--- src/rtl/clock_pkg.sv ---
// ---------------------------------------------------------------------------
// clock_pkg
//   Shared types and constants for the multiplexed seven-segment display
//   path. Segment codes are active-low; bit 0 is segment a and bit 6 is
//   segment g.
// ---------------------------------------------------------------------------
package clock_pkg;

  typedef logic [6:0] seg_t;

  // Active-low patterns for the decimal digits.
  localparam seg_t SEG_0     = 7'h40;
  localparam seg_t SEG_1     = 7'h79;
  localparam seg_t SEG_2     = 7'h24;
  localparam seg_t SEG_3     = 7'h30;
  localparam seg_t SEG_4     = 7'h19;
  localparam seg_t SEG_5     = 7'h12;
  localparam seg_t SEG_6     = 7'h02;
  localparam seg_t SEG_7     = 7'h78;
  localparam seg_t SEG_8     = 7'h00;
  localparam seg_t SEG_9     = 7'h10;

  // Only segment g lit: shown for BCD values 10..15.
  localparam seg_t SEG_DASH  = 7'h3F;

  // Every segment dark: guard cycles, blink-off slots and reset.
  localparam seg_t SEG_BLANK = 7'h7F;

  // Blink phase. The display starts in the on phase.
  typedef enum logic {
    BLINK_ON  = 1'b0,
    BLINK_OFF = 1'b1
  } blink_ph_t;

endpackage

--- src/rtl/bcd_to_seg.sv ---
// ---------------------------------------------------------------------------
// bcd_to_seg
//   Purely combinational BCD to active-low seven-segment decoder.
//   Ports:
//     bcd_i  in   4  BCD digit (10..15 are treated as invalid)
//     seg_o  out  7  active-low segments a..g in bits 0..6
// ---------------------------------------------------------------------------
module bcd_to_seg
  import clock_pkg::*;
(
  input  logic [3:0] bcd_i,
  output seg_t       seg_o
);

  always_comb begin
    seg_o = SEG_DASH;
    case (bcd_i)
      4'd0:    seg_o = SEG_0;
      4'd1:    seg_o = SEG_1;
      4'd2:    seg_o = SEG_2;
      4'd3:    seg_o = SEG_3;
      4'd4:    seg_o = SEG_4;
      4'd5:    seg_o = SEG_5;
      4'd6:    seg_o = SEG_6;
      4'd7:    seg_o = SEG_7;
      4'd8:    seg_o = SEG_8;
      4'd9:    seg_o = SEG_9;
      default: seg_o = SEG_DASH;
    endcase
  end

endmodule

--- src/rtl/seven_seg_scanner.sv ---
// ---------------------------------------------------------------------------
// seven_seg_scanner
//   Time-multiplexed driver for an N_DIGITS common-anode seven-segment
//   display. Each digit owns a slot of SCAN_DIV clocks. The first GUARD
//   clocks of every slot keep all anodes off so the previous digit's
//   segments never ghost onto the next anode.
//
//   New content is staged in a pending register on `load` and copied into
//   the display register only when the slot index wraps, so a frame is
//   always drawn from one consistent snapshot.
//
//   Ports:
//     clk         in   1            system clock
//     reset       in   1            asynchronous, active-high reset
//     digits_in   in   4*N_DIGITS   packed BCD, digit 0 in bits [3:0]
//     load        in   1            strobe: capture digits/blink/dp masks
//     blink_mask  in   N_DIGITS     digit blanks during the blink-off phase
//     dp_mask     in   N_DIGITS     decimal point lit for the digit
//     seg_n       out  7            segments a..g, active-low
//     dp_n        out  1            decimal point, active-low
//     an_n        out  N_DIGITS     anodes, active-low, at most one low
//     frame_done  out  1            one-cycle pulse as the index wraps to 0
//
//   All outputs are registered and lag the prescaler/index by one cycle.
// ---------------------------------------------------------------------------
module seven_seg_scanner
  import clock_pkg::*;
#(
  parameter int N_DIGITS     = 6,
  parameter int SCAN_DIV     = 100,
  parameter int GUARD        = 4,
  parameter int BLINK_FRAMES = 250
) (
  input  logic                  clk,
  input  logic                  reset,
  input  logic [4*N_DIGITS-1:0] digits_in,
  input  logic                  load,
  input  logic [N_DIGITS-1:0]   blink_mask,
  input  logic [N_DIGITS-1:0]   dp_mask,
  output logic [6:0]            seg_n,
  output logic                  dp_n,
  output logic [N_DIGITS-1:0]   an_n,
  output logic                  frame_done
);

  localparam int PW = $clog2(SCAN_DIV);
  localparam int IW = $clog2(N_DIGITS);
  // +1 keeps the counter at least one bit wide when BLINK_FRAMES is 1.
  localparam int FW = $clog2(BLINK_FRAMES + 1);

  localparam logic [PW-1:0] PRESC_LAST  = PW'(SCAN_DIV - 1);
  localparam logic [PW-1:0] PRESC_GUARD = PW'(GUARD);
  localparam logic [IW-1:0] IDX_LAST    = IW'(N_DIGITS - 1);
  localparam logic [FW-1:0] FCNT_LAST   = FW'(BLINK_FRAMES - 1);

  // ---- scan timing ----
  logic [PW-1:0] presc_q, presc_d;
  logic [IW-1:0] idx_q, idx_d;
  logic [FW-1:0] fcnt_q, fcnt_d;
  blink_ph_t     blink_q, blink_d;

  // ---- staged and displayed content ----
  logic [N_DIGITS-1:0][3:0] pend_dig_q, pend_dig_d;
  logic [N_DIGITS-1:0]      pend_blink_q, pend_blink_d;
  logic [N_DIGITS-1:0]      pend_dp_q, pend_dp_d;
  logic                     pend_vld_q, pend_vld_d;

  logic [N_DIGITS-1:0][3:0] disp_dig_q, disp_dig_d;
  logic [N_DIGITS-1:0]      disp_blink_q, disp_blink_d;
  logic [N_DIGITS-1:0]      disp_dp_q, disp_dp_d;

  // ---- output registers ----
  seg_t                seg_n_q, seg_n_d;
  logic                dp_n_q, dp_n_d;
  logic [N_DIGITS-1:0] an_n_q, an_n_d;
  logic                frame_done_q, frame_done_d;

  logic slot_end;
  logic frame_wrap;
  logic [3:0] cur_bcd;
  seg_t cur_seg;
  logic lit;
  logic dark;

  assign slot_end   = (presc_q == PRESC_LAST);
  assign frame_wrap = slot_end && (idx_q == IDX_LAST);

  // ---- prescaler, slot index and blink phase ----
  always_comb begin
    presc_d = presc_q + 1'b1;
    idx_d   = idx_q;
    fcnt_d  = fcnt_q;
    blink_d = blink_q;
    if (slot_end) begin
      presc_d = '0;
      idx_d   = frame_wrap ? '0 : idx_q + 1'b1;
    end
    if (frame_wrap) begin
      if (fcnt_q == FCNT_LAST) begin
        fcnt_d  = '0;
        blink_d = (blink_q == BLINK_ON) ? BLINK_OFF : BLINK_ON;
      end else begin
        fcnt_d = fcnt_q + 1'b1;
      end
    end
  end

  // ---- pending / display registers ----
  // A load on the wrap cycle bypasses pending and lands straight in the
  // display register, so it takes effect at this boundary, not the next.
  always_comb begin
    pend_dig_d   = pend_dig_q;
    pend_blink_d = pend_blink_q;
    pend_dp_d    = pend_dp_q;
    pend_vld_d   = pend_vld_q;
    disp_dig_d   = disp_dig_q;
    disp_blink_d = disp_blink_q;
    disp_dp_d    = disp_dp_q;

    if (load) begin
      pend_dig_d   = digits_in;
      pend_blink_d = blink_mask;
      pend_dp_d    = dp_mask;
      pend_vld_d   = 1'b1;
    end

    if (frame_wrap) begin
      pend_vld_d = 1'b0;
      if (load) begin
        disp_dig_d   = digits_in;
        disp_blink_d = blink_mask;
        disp_dp_d    = dp_mask;
      end else if (pend_vld_q) begin
        disp_dig_d   = pend_dig_q;
        disp_blink_d = pend_blink_q;
        disp_dp_d    = pend_dp_q;
      end
    end
  end

  // ---- segment decode for the digit in the current slot ----
  assign cur_bcd = disp_dig_q[idx_q];

  bcd_to_seg u_bcd_to_seg (
    .bcd_i (cur_bcd),
    .seg_o (cur_seg)
  );

  assign lit  = (presc_q >= PRESC_GUARD);
  // Blink-off keeps the slot's timing; only the anode and segments go dark.
  assign dark = disp_blink_q[idx_q] && (blink_q == BLINK_OFF);

  always_comb begin
    seg_n_d      = SEG_BLANK;
    dp_n_d       = 1'b1;
    an_n_d       = '1;
    frame_done_d = frame_wrap;
    if (lit && !dark) begin
      an_n_d[idx_q] = 1'b0;
      seg_n_d       = cur_seg;
      dp_n_d        = ~disp_dp_q[idx_q];
    end
  end

  // ---- state ----
  always_ff @(posedge clk or posedge reset) begin
    if (reset) begin
      presc_q      <= '0;
      idx_q        <= '0;
      fcnt_q       <= '0;
      blink_q      <= BLINK_ON;
      pend_dig_q   <= '0;
      pend_blink_q <= '0;
      pend_dp_q    <= '0;
      pend_vld_q   <= 1'b0;
      disp_dig_q   <= '0;
      disp_blink_q <= '0;
      disp_dp_q    <= '0;
      seg_n_q      <= SEG_BLANK;
      dp_n_q       <= 1'b1;
      an_n_q       <= '1;
      frame_done_q <= 1'b0;
    end else begin
      presc_q      <= presc_d;
      idx_q        <= idx_d;
      fcnt_q       <= fcnt_d;
      blink_q      <= blink_d;
      pend_dig_q   <= pend_dig_d;
      pend_blink_q <= pend_blink_d;
      pend_dp_q    <= pend_dp_d;
      pend_vld_q   <= pend_vld_d;
      disp_dig_q   <= disp_dig_d;
      disp_blink_q <= disp_blink_d;
      disp_dp_q    <= disp_dp_d;
      seg_n_q      <= seg_n_d;
      dp_n_q       <= dp_n_d;
      an_n_q       <= an_n_d;
      frame_done_q <= frame_done_d;
    end
  end

  assign seg_n      = seg_n_q;
  assign dp_n       = dp_n_q;
  assign an_n       = an_n_q;
  assign frame_done = frame_done_q;

endmodule
--- config.mk ---
export PLATFORM = sky130hd
export DESIGN_NAME = seven_seg_scanner
export DESIGN_NICKNAME = d
export VERILOG_FILES = /design/src/rtl/clock_pkg.sv /design/src/rtl/bcd_to_seg.sv /design/src/rtl/seven_seg_scanner.sv
export SDC_FILE = /design/constraint.sdc
export NUM_CORES = 1
export LEC_CHECK = 0
export BUFFER_PORTS_ARGS = -buffer_cell sky130_fd_sc_hd__buf_4
export CORE_MARGIN = 3
export CORE_UTILIZATION = 30
export DETAILED_ROUTE_END_ITERATION = 16
export GPL_ROUTABILITY_DRIVEN = 0
export GPL_TIMING_DRIVEN = 0
export PLACE_DENSITY = 0.57
export SLEW_MARGIN = 20
export SYNTH_ARGS = -nofsm -noshare
export SYNTH_HDL_FRONTEND = slang
export SYNTH_SLANG_ARGS = --single-unit
--- constraint.sdc ---
create_clock -name clk -period 3.2 [get_ports clk]
set_input_delay 0.16 -clock clk [delete_from_list [all_inputs] [get_ports clk]]
set_output_delay 0.16 -clock clk [all_outputs]
set_load 0.05 [all_outputs]
## Word-level counts from Yosys, hierarchy flattened

Memories as Yosys holds them, arrays and structs flattened.
Cells that the tools add are included.
W data, S select, Z words.

- Add/subtract/negate cells: 3
- Magnitude comparators: 3
- Equality and inequality tests: 3
- Multiplexer cells: 23
- Bitwise gates (word level): 2
- Reductions and logical operators: 9

Operators with widths:

| operator | number |
|---|---|
| $mux W24 | 2 |
| $mux W6 | 5 |
| $mux W7 | 2 |
| $bmux W4 S3 | 1 |
| $add A8 B1 Y8 const B | 1 |
| $eq A8 B8 Y1 const B | 1 |
| $mux W8 | 1 |
| $add A7 B1 Y7 const B | 1 |
| $eq A7 B7 Y1 const B | 1 |
| $ge A7 B3 Y1 const B | 1 |
| $mux W1 | 7 |
| $bmux W1 S3 | 2 |
| $not A6 Y6 | 1 |
| $logic_and A1 B1 Y1 | 4 |
| $lt A3 B4 Y1 const B | 1 |
| $mux W4 | 1 |
| $reduce_and A2 Y1 | 2 |
| $reduce_bool A2 Y1 | 2 |
| $add A3 B1 Y3 const B | 1 |
| $demux W1 S3 | 1 |
| $eq A3 B3 Y1 const B | 1 |
| $ge A3 B1 Y1 const B | 1 |
| $mux W3 | 1 |
| $logic_not A1 Y1 | 1 |
| $not A1 Y1 | 1 |

- Bits in registers: 107
- Memory bits (read-only): 112
- Input bits: 39
- Word-level logic and storage cells: 69
- Memories: 1

Memory list:

| name | words | bits a word | read ports | clocked after memory_dff | wr ports | RTL line | RTL |
|---|---|---|---|---|---|---|---|
| (name not given) | 16 | 7 | 1 | 0 | 0 | bcd_to_seg.sv:17 | `case (bcd_i)` |

## Logic depth before layout (Yosys ltp)

Gate-level depths: netlist of the first run.

- Word-level depth: 6
- Gate-level depth with buffers: 9

## Modules after synthesis

A second synthesis of the first run with hierarchy kept.

- Cell total of the unflattened synthesis: 368
- Area total of the unflattened synthesis: 4932.2 µm²

By module, submodules not included:

| module | instances | cells each | area each (µm²) | sequential area each (µm²) |
|---|---|---|---|---|
| seven_seg_scanner | 1 | 337 | 4702.0 | 2695.1 |
| bcd_to_seg | 1 | 31 | 230.2 | 0.0 |

## Worst setup path after synthesis of the first run

No wires, ideal clock.

- Kind: register to register
- Start point: register idx_q[2]
- End point: register seg_n_q[5] (netlist: seg_n[5])
- Arrival time: 2.345 ns
- Setup slack: 0.759 ns
- Cell stages (with the launch flop): 10
- Path through: dfrtp_1 -> buf_2 -> mux2_2 -> and3_1 -> a221oi_1 -> inv_1 -> ha_1 -> or2_2 -> a21oi_1 -> o21ai_0

- Longest elaborated chain between the ends: 6
- Elaborated cells between the ends (all ways): 9
- Classes of those cells: 5 x mux; 3 x reduce/logical; 1 x memory

RTL lines:

| item | RTL line | RTL |
|---|---|---|
| from (decl) | seven_seg_scanner.sv:58 | `logic [IW-1:0] idx_q, idx_d;` |
| from (signal assigned) | seven_seg_scanner.sv:185 | `idx_q <= idx_d;` |
| branches (longest 5 deep; another with $mem_v2 Z16 W7) | -- |  |
| $mux W7 * | seven_seg_scanner.sv:158 | `if (lit && !dark) begin` |
| via seg_n_d[5] | seven_seg_scanner.sv:73 | `seg_t seg_n_q, seg_n_d;` |
| to (signal assigned) | seven_seg_scanner.sv:195 | `seg_n_q <= seg_n_d;` |
| to (decl) | seven_seg_scanner.sv:73 |  |

Mark *: on every way through the listed nets, which the timed path passes. The select of a mux whose other input is x is not followed.
A chain may end at the register's enable or synchronous reset.

## Worst setup path in the final report of the first run

Ends and elaborated chain as after synthesis.

==> results of run 1 <==
[cell type report]
| cell class | instances | share of cell area |
|---|---|---|
| inverter | 8 | 0.00603 |
| clock inverter | 6 | 0.0192 |
| buffer | 16 | 0.0179 |
| sequential | 107 | 0.464 |
| clock buffer | 10 | 0.0412 |
| tap | 211 | 0.0455 |
| multi-input combinational | 206 | 0.332 |
| timing repair buffer | 54 | 0.0737 |
[layer usage]
metal / routed length [µm] / global-route usage
met4: 75 / 0.0315
met1: 4470 / 0.146
met2: 4500 / 0.180
met3: 379 / 0.0363
met5: 0 / 0
[synthesized netlist by cell type (2+ instances only)]
| cell type | number |
|---|---|
| a21oi_1 | 4 |
| a221oi_1 | 2 |
| a32oi_1 | 3 |
| and3_1 | 4 |
| buf_1 | 3 |
| buf_2 | 5 |
| buf_6 | 5 |
| clkbuf_1 | 3 |
| dfrtp_1 | 93 |
| dfstp_2 | 14 |
| ha_1 | 12 |
| inv_1 | 7 |
| mux2_2 | 48 |
| mux2_4 | 30 |
| mux2i_1 | 9 |
| mux4_2 | 3 |
| nand2_1 | 16 |
| nand2b_1 | 2 |
| nand3_1 | 8 |
| nand3b_1 | 2 |
| nand4_1 | 3 |
| nor2_1 | 15 |
| nor2b_1 | 3 |
| nor3_1 | 5 |
| nor3b_1 | 2 |
| o21ai_0 | 10 |
| o32ai_1 | 2 |
| xnor2_1 | 5 |
| xor2_1 | 3 |
[state kept, by name, indices dropped and copies added, names as in the netlist]
| name | flops |
|---|---|
| pend_dig_q | 24 |
| disp_blink_q | 6 |
| fcnt_q | 8 |
| an_n | 6 |
| dp_n | 1 |
| presc_q | 7 |
| pend_vld_q | 1 |
| pend_dp_q | 6 |
| blink_q | 1 |
| idx_q | 3 |
| disp_dp_q | 6 |
| seg_n | 7 |
| disp_dig_q | 24 |
| frame_done | 1 |
| pend_blink_q | 6 |
[worst reg2reg max path, delay by kind of cell (launching register included)]
| kind | cells | cell delay [ns] |
|---|---|---|
| buffers and inverters | 3 | 0.84 |
| AOI/OAI and AO/OA | 3 | 0.77 |
| and+or+nand+nor | 2 | 0.42 |
| DFF | 1 | 0.31 |
| adders and majority gates | 1 | 0.24 |
[logic make-up (layout without fill, tap and decap cells)]
group | Yosys count | after routing | share of synthesized area
flip-flops | 107 | 107 | 0.568
multiplexers | 90 | 90 | 0.242
AND/OR/NAND/NOR | 65 | 65 | 0.0717
AO/OA/AOI/OAI | 31 | 31 | 0.0440
buffers and inverters | 24 | 94 | 0.0282
adder cells (fa/ha/maj) | 12 | 12 | 0.0316
XOR/XNOR | 8 | 8 | 0.0148
[where the power goes]
group	total [mW]	leakage [nW]	internal, mW	switching, mW
Combinational	0.240	1.10	0.120	0.120
Clock	1.28	0.169	0.788	0.489
Sequential	1.45	1.33	1.43	0.0224
Total	2.97	2.59	2.33	0.631
[what timing repair did]
| item | in CTS | in global routing |
|---|---|---|
| endpoints found under the setup margin | 0 | 1 |
| endpoints found under the hold margin | 14 | 0 |
| hold buffers | 1 | 0 |
| resized for setup | 0 | 2 |
[metrics by stage]
step / TNS [ns] / instance area, µm²
floorplan: 0 / 4750
global placement: -88.34 / 5400
detailed placement: 0 / 5430
CTS: 0 / 5790
global route: 0 / 5810
finish: 0 / 5810
[worst max path at each step]
stage          slack [ns]        endpoint  cells past startpoint      from
2_1_floorplan        0.25         blink_q                      1     reset
3_3_place_gp        -0.96  pend_dig_q[18]                      2     reset
3_5_place_dp         0.23        seg_n[5]                      9  idx_q[2]
4_1_cts              0.22        seg_n[5]                      9  idx_q[0]
5_1_grt              0.18        seg_n[5]                      9  idx_q[2]
6_report             0.50        seg_n[5]                      9  idx_q[2]
==> impl_metrics.json, run 1 <==
{
  "die_area_um2": 17400,
  "fin_ws_ns": 0.502,
  "critical_path.max_stage_delay_ns": 0.54,
  "wl_per_cell_um": 15.3,
  "hp-start": "digits_in[22]",
  "wirelength_um": 9430,
  "synth.avg_cell_area_um2": 14.1,
  "finalNonFillerCells": 618,
  "hp-class": "in2reg",
  "endpoint_kind": "flop",
  "synthesis.nets": 388,
  "ant_nets": 0,
  "antenna_cells": 0,
  "ys_types": 45,
  "hold_viol": 0,
  "status": "finished, final reports clean",
  "timing.rr.end": "seg_n[5]",
  "grt_pass1_vias": 3020,
  "fin_util": 0.379,
  "yosys-top-cells-area": "dfrtp_1 49%, mux2_2 11%, mux2_4 9.5%",
  "antenna_found_initial": 0,
  "p_per_area_nw_per_um2": 511,
  "worstPathArrival_ns": 2.93,
  "critPathBufInv": 3,
  "power_mw": 2.97,
  "grt_usage": 0.112,
  "skew_ns": 0.00740,
  "vdd_drop_max_mv": 0.277,
  "power.leakage_nw": 2.59,
  "dp.cells": 601,
  "cts_made_buffers": 9,
  "slew_headroom": 0.464,
  "slew_violations": 0,
  "vias_per_cell": 4.50,
  "fin_crit_sh": 0.843,
  "setup_viol": 0,
  "initial_core_util": 0.310,
  "ys_seq_area_frac": 0.568,
  "tightest_slew_ns": 0.804,
  "io_pins": 54,
  "multiInputGateArea_um2": 1930,
  "ys_ff_latch": 107,
  "num_vias": 2784,
  "cap_viol_max_count": 0,
  "dr.pass1.iters": 4,
  "ctsLongestPathBuffers": 2,
  "cp_max_fo": 10,
  "cts_tree": "yes",
  "die_y_um": 132,
  "rrSetupSlack_ns": 0.50,
  "seqCellArea_um2": 2700,
  "design.core.area_um2": 15300,
  "cpMaxStageDelayCell": "a221oi_2",
  "worstPathCellList": "buf_2 > clkbuf_1 > nor2_1 > a221oi_2 > inv_1 > ha_1 > or2_2 > a21oi_1 > o21ai_0",
  "async_reset_ff_frac": 1.00,
  "layout_common_cells": "93 x dfrtp_1, 52 x buf_4, 48 x mux2_2",
  "dieWidth_um": 132,
  "synthToLayoutAreaGrowth_pct": 22.3,
  "reg2reg_from": "idx_q[2]",
  "grt_pass1_wl_um": 15600,
  "drt_iter0_drc": 160,
  "worstHoldPathCells": 2,
  "cts_setup_buffers": 0,
  "fill_cells": 1502,
  "synth_warnings": 0,
  "cts-root-buf": "clkbuf_16",
  "synth_area_leader_cell": "dfrtp_1",
  "clk_pin_slew_worst_paths_ns": 0.07,
  "syn-cell-area_um2": 4750,
  "synth_top_area_frac": 0.490,
  "clkLatencyLatePin_ns": 0.34,
  "path_delay_family": "buffers and inverters",
  "synth_edf_count": 0,
  "mostFrequentLayoutCell": "dfrtp_1",
  "reg2regPathDepth": 9,
  "max_freq_mhz": 371,
  "fin_crit_ns": 2.70,
  "layout-drive-gt1-share": 0.445,
  "whs_ns": 0.0695,
  "required_ns": 3.44,
  "row_count": 45,
  "nNetsFinal": 453,
  "grt_max_degree": 83,
  "critical_path_class": "reg2reg",
  "numClockSinks": 107,
  "numPortBuffers": 52,
  "syn_inst": 337,
  "synth_ff_type": "dfrtp_1",
  "start_kind": "flop",
  "rsz0062_at_grt": "no",
  "drc": 0,
  "dp_slack_ns": 0.234,
  "cts_max_level": 3,
  "overflow": 0,
  "hpwl_um": 6660,
  "min_to": "pend_dig_q[22]"
}
Power figures use the tool's default switching activity.
==> inputs of run 2 (changes only) <==
--- a/config.mk
+++ b/config.mk
@@ -5,13 +5,14 @@
 export SDC_FILE = /design/constraint.sdc
 export NUM_CORES = 1
 export LEC_CHECK = 0
+export ABC_AREA = 1
 export BUFFER_PORTS_ARGS = -buffer_cell sky130_fd_sc_hd__buf_4
 export CORE_MARGIN = 3
 export CORE_UTILIZATION = 30
 export DETAILED_ROUTE_END_ITERATION = 16
 export GPL_ROUTABILITY_DRIVEN = 0
 export GPL_TIMING_DRIVEN = 0
-export PLACE_DENSITY = 0.57
+export PLACE_DENSITY = 0.58
 export SLEW_MARGIN = 20
 export SYNTH_ARGS = -nofsm -noshare
 export SYNTH_HDL_FRONTEND = slang
==> constraint.sdc (replaced) <==
create_clock -name clk -period 2.2 [get_ports clk]
set_input_delay 0.11 -clock clk [delete_from_list [all_inputs] [get_ports clk]]
set_output_delay 0.11 -clock clk [all_outputs]
set_load 0.05 [all_outputs]
==> run 2 against run 1 <==
Net effect:
- global-route usage rose by 2.2 points
- clock power grew 55%
- flip-flop and latch count unchanged
- critical path type unchanged
- largest power group unchanged
- critical endpoint unchanged
- count of clock-buffer cells in the layout up 2
- worst hold slack worse by 0.063 ns
- core utilization increased by 1.9 points
- first-iteration DRC count grew 66%
==> impl_metrics.json, run 2 <==
{
  "status": "finished, final reports clean",
  "clkLatencyLatePin_ns": 0.35,
  "max_freq_mhz": 490,
  "p_sw_mw": 0.846,
  "critical_path.max_stage_delay_ns": 0.47,
  "synth.avg_cell_area_um2": 8.32,
  "synthMuxAreaShare": 0,
  "worstPathArrival_ns": 2.30,
  "vias_per_cell": 4.42,
  "dieWidth_um": 133,
  "grt_usage": 0.134,
  "rsz0062_at_grt": "no",
  "ctsLongestPathBuffers": 2,
  "cp_common_cell": "nand3_1",
  "cts_max_level": 3,
  "synth_ff_type": "dfrtp_1",
  "design_area_um2": 6170,
  "synthSimpleGateAreaFrac": 0.289,
  "io_pins": 54,
  "largest_registers": "disp_dig_q (24), pend_dig_q (24), fcnt_q (8)",
  "cts_setup_buffers": 0,
  "place_area_um2": 5550,
  "layout_common_cells": "228 x nand2_1, 93 x dfrtp_1, 56 x buf_4",
  "setup_viol": 0,
  "nNetsFinal": 720,
  "row_count": 45,
  "synth_top_family_by_area": "simple AND/OR/NAND/NOR gates",
  "fin_crit_ns": 2.04,
  "yosys.area_share.adder": 0.0312,
  "required_ns": 2.46,
  "hold_viol": 0,
  "ys_types": 31,
  "vdd_drop_max_mv": 0.525,
  "slew_violations": 0,
  "cp_max_fo": 10,
  "power.leakage_nw": 3.19,
  "syn_inst": 579,
  "synth-compound-area-share": 0.0465,
  "synth_edf_count": 0,
  "drt_iter0_drc": 266,
  "intPower_mw": 3.43,
  "worstPathCellList": "inv_1 > buf_4 > nand2_1 > nand3_1 > nand2_1 > nor2_2 > inv_1 > ha_1 > inv_1 > nand3_1 > nand3_1 > nand3_1",
  "antenna_cells": 0,
  "synthesis.nets": 630,
  "num_vias": 3914,
  "critical_path_class": "reg2reg",
  "final.setup.tns_ns": 0,
  "synth_warnings": 0,
  "wl_per_cell_um": 12.6,
  "mostFrequentLayoutCell": "nand2_1",
  "grt_pass1_wl_um": 19400,
  "wirelength_um": 11100,
  "syn-cell-area_um2": 4820,
  "numClockSinks": 107,
  "async_reset_ff_frac": 1.00,
  "synth_common_cells": "228 x nand2_1, 93 x dfrtp_1, 53 x nand3_1",
  "cpMaxStageDelayCell": "dfrtp_1",
  "p_per_area_nw_per_um2": 693,
  "yosys-top-cells-area": "dfrtp_1 48%, nand2_1 18%, dfstp_2 7.6%",
  "antenna_found_initial": 0,
  "hp-class": "in2reg",
  "design.core.area_um2": 15500,
  "met3_usage": 0.0338,
  "hpwl_um": 8340,
  "synth_most_common_cell": "nand2_1",
  "whs_ns": 0.00685,
  "slew_headroom": 0.522,
  "grt_busiest_layer": "met2",
  "tightest_slew_ns": 0.715,
  "synth_area_leader_cell": "dfrtp_1",
  "ant_nets": 0,
  "grt_max_degree": 32,
  "p_clk_frac": 0.465,
  "synthToLayoutAreaGrowth_pct": 28.0,
  "fill_cells": 1584,
  "cts_tree": "yes",
  "die_y_um": 133,
  "fin_crit_sh": 0.928,
  "skew_ns": 0.0103,
  "cts-root-buf": "clkbuf_16",
  "numPortBuffers": 53,
  "p_sw_frac": 0.198,
  "seqPwrFrac": 0.478,
  "drc": 0,
  "p_comb_frac": 0.057,
  "ys_seq_area_frac": 0.559,
  "clk_pin_slew_worst_paths_ns": 0.07,
  "cts_made_buffers": 9,
  "overflow": 0,
  "grt_pass1_vias": 3967,
  "start_kind": "flop",
  "synthXorXnorAreaFrac": 0.00545,
  "layout-drive-gt1-share": 0.171,
  "cap_viol_max_count": 0,
  "initial_core_util": 0.311,
  "ys_ff_latch": 107,
  "grt_util_met2": 0.209,
  "endpoint_kind": "flop",
  "synth_top_area_frac": 0.483,
  "dr.pass1.iters": 4,
  "die_area_um2": 17600,
  "grt.met1_usage": 0.186
}
==> run 2: cell count changes after synthesis, moves of 17 or more <==
cell     previous run  this run
nand2_1            16       228
mux2_2             48         0
mux2_4             30         0
nand3_1             8        53
a21oi_1             4        21
inv_1               7        49
nor2_1             15        37
==> run 2: layer usage <==
metal	wire length [µm]	up-vias
met1	5460	1848
met2	5070	76
li1	-	1979
met4	158	0
met3	448	11
met5	0	-
==> run 2: power groups by stage <==
stage	clock network (mW)	logic (mW)	registers, mW
after floorplan	0	0.108	2.07
after global placement	0	0.195	2.08
after detailed placement	0	0.218	2.08
after CTS	2.03	0.251	2.04
after global routing	2.11	0.279	2.05
final	1.99	0.244	2.04
==> run 2: cell families (layout without fill, tap and decap cells) <==
family / after synthesis / after routing
xor gates and xnor gates: 3 / 3
DFF: 107 / 107
adders and majority gates: 12 / 12
AOI/OAI and AO/OA: 42 / 42
and+or+nand+nor: 339 / 339
buffers and inverters: 76 / 171
==> run 2: critical path, delay by kind of cell (launching register included) <==
family | cells | cell delay (ns)
and+or+nand+nor | 7 | 0.74
buffers and inverters | 4 | 0.57
DFF | 1 | 0.47
adders and majority gates | 1 | 0.18
==> run 2: path summary, 6_finish.rpt <==
kind | from | slack, ns | end | cells after the start
max in group asynchronous | reset | 0.89 | seg_n[2] | 5
setup reg to reg | idx_q[0] | 0.16 | seg_n[5] | 12
hold / removal | digits_in[3] | 0.007 | pend_dig_q[3] | 3
min in group asynchronous | reset | 0.43 | pend_dig_q[8] | 3
hold reg to reg | pend_dp_q[1] | 0.47 | pend_dp_q[1] | 2
setup / recovery | idx_q[0] | 0.16 | seg_n[5] | 12
==> run 2: timing repair <==
item                                    in CTS  in global routing
endpoints found under the setup margin       1                  6
hold buffers                                23                  0
hold endpoints to repair                    52                  0
gates resized for setup                      1                  4
==> run 2: final cells by class <==
type | count | area, µm² | share of cell area
clock buffers | 12 | 256 | 0.0416
inverters | 53 | 203 | 0.0329
repair buffers | 79 | 696 | 0.113
clock inverters | 4 | 120 | 0.0195
multi-input cells | 396 | 1800 | 0.292
flip-flops and latches | 107 | 2700 | 0.437
plain buffers | 23 | 134 | 0.0217
well taps | 211 | 264 | 0.0428
==> run 2: stage by stage <==
stage / power, mW / instances / utilization / setup slack, ns
floorplan: 2.18 / 579 / - / 0.435
global placement: 2.27 / 843 / 0.354 / 0.0370
detailed placement: 2.30 / 846 / 0.359 / -0.0181
CTS: 4.33 / 885 / 0.398 / 0.0514
global route: 4.44 / 885 / 0.398 / 0.00425
finish: 4.27 / 885 / 0.398 / 0.158
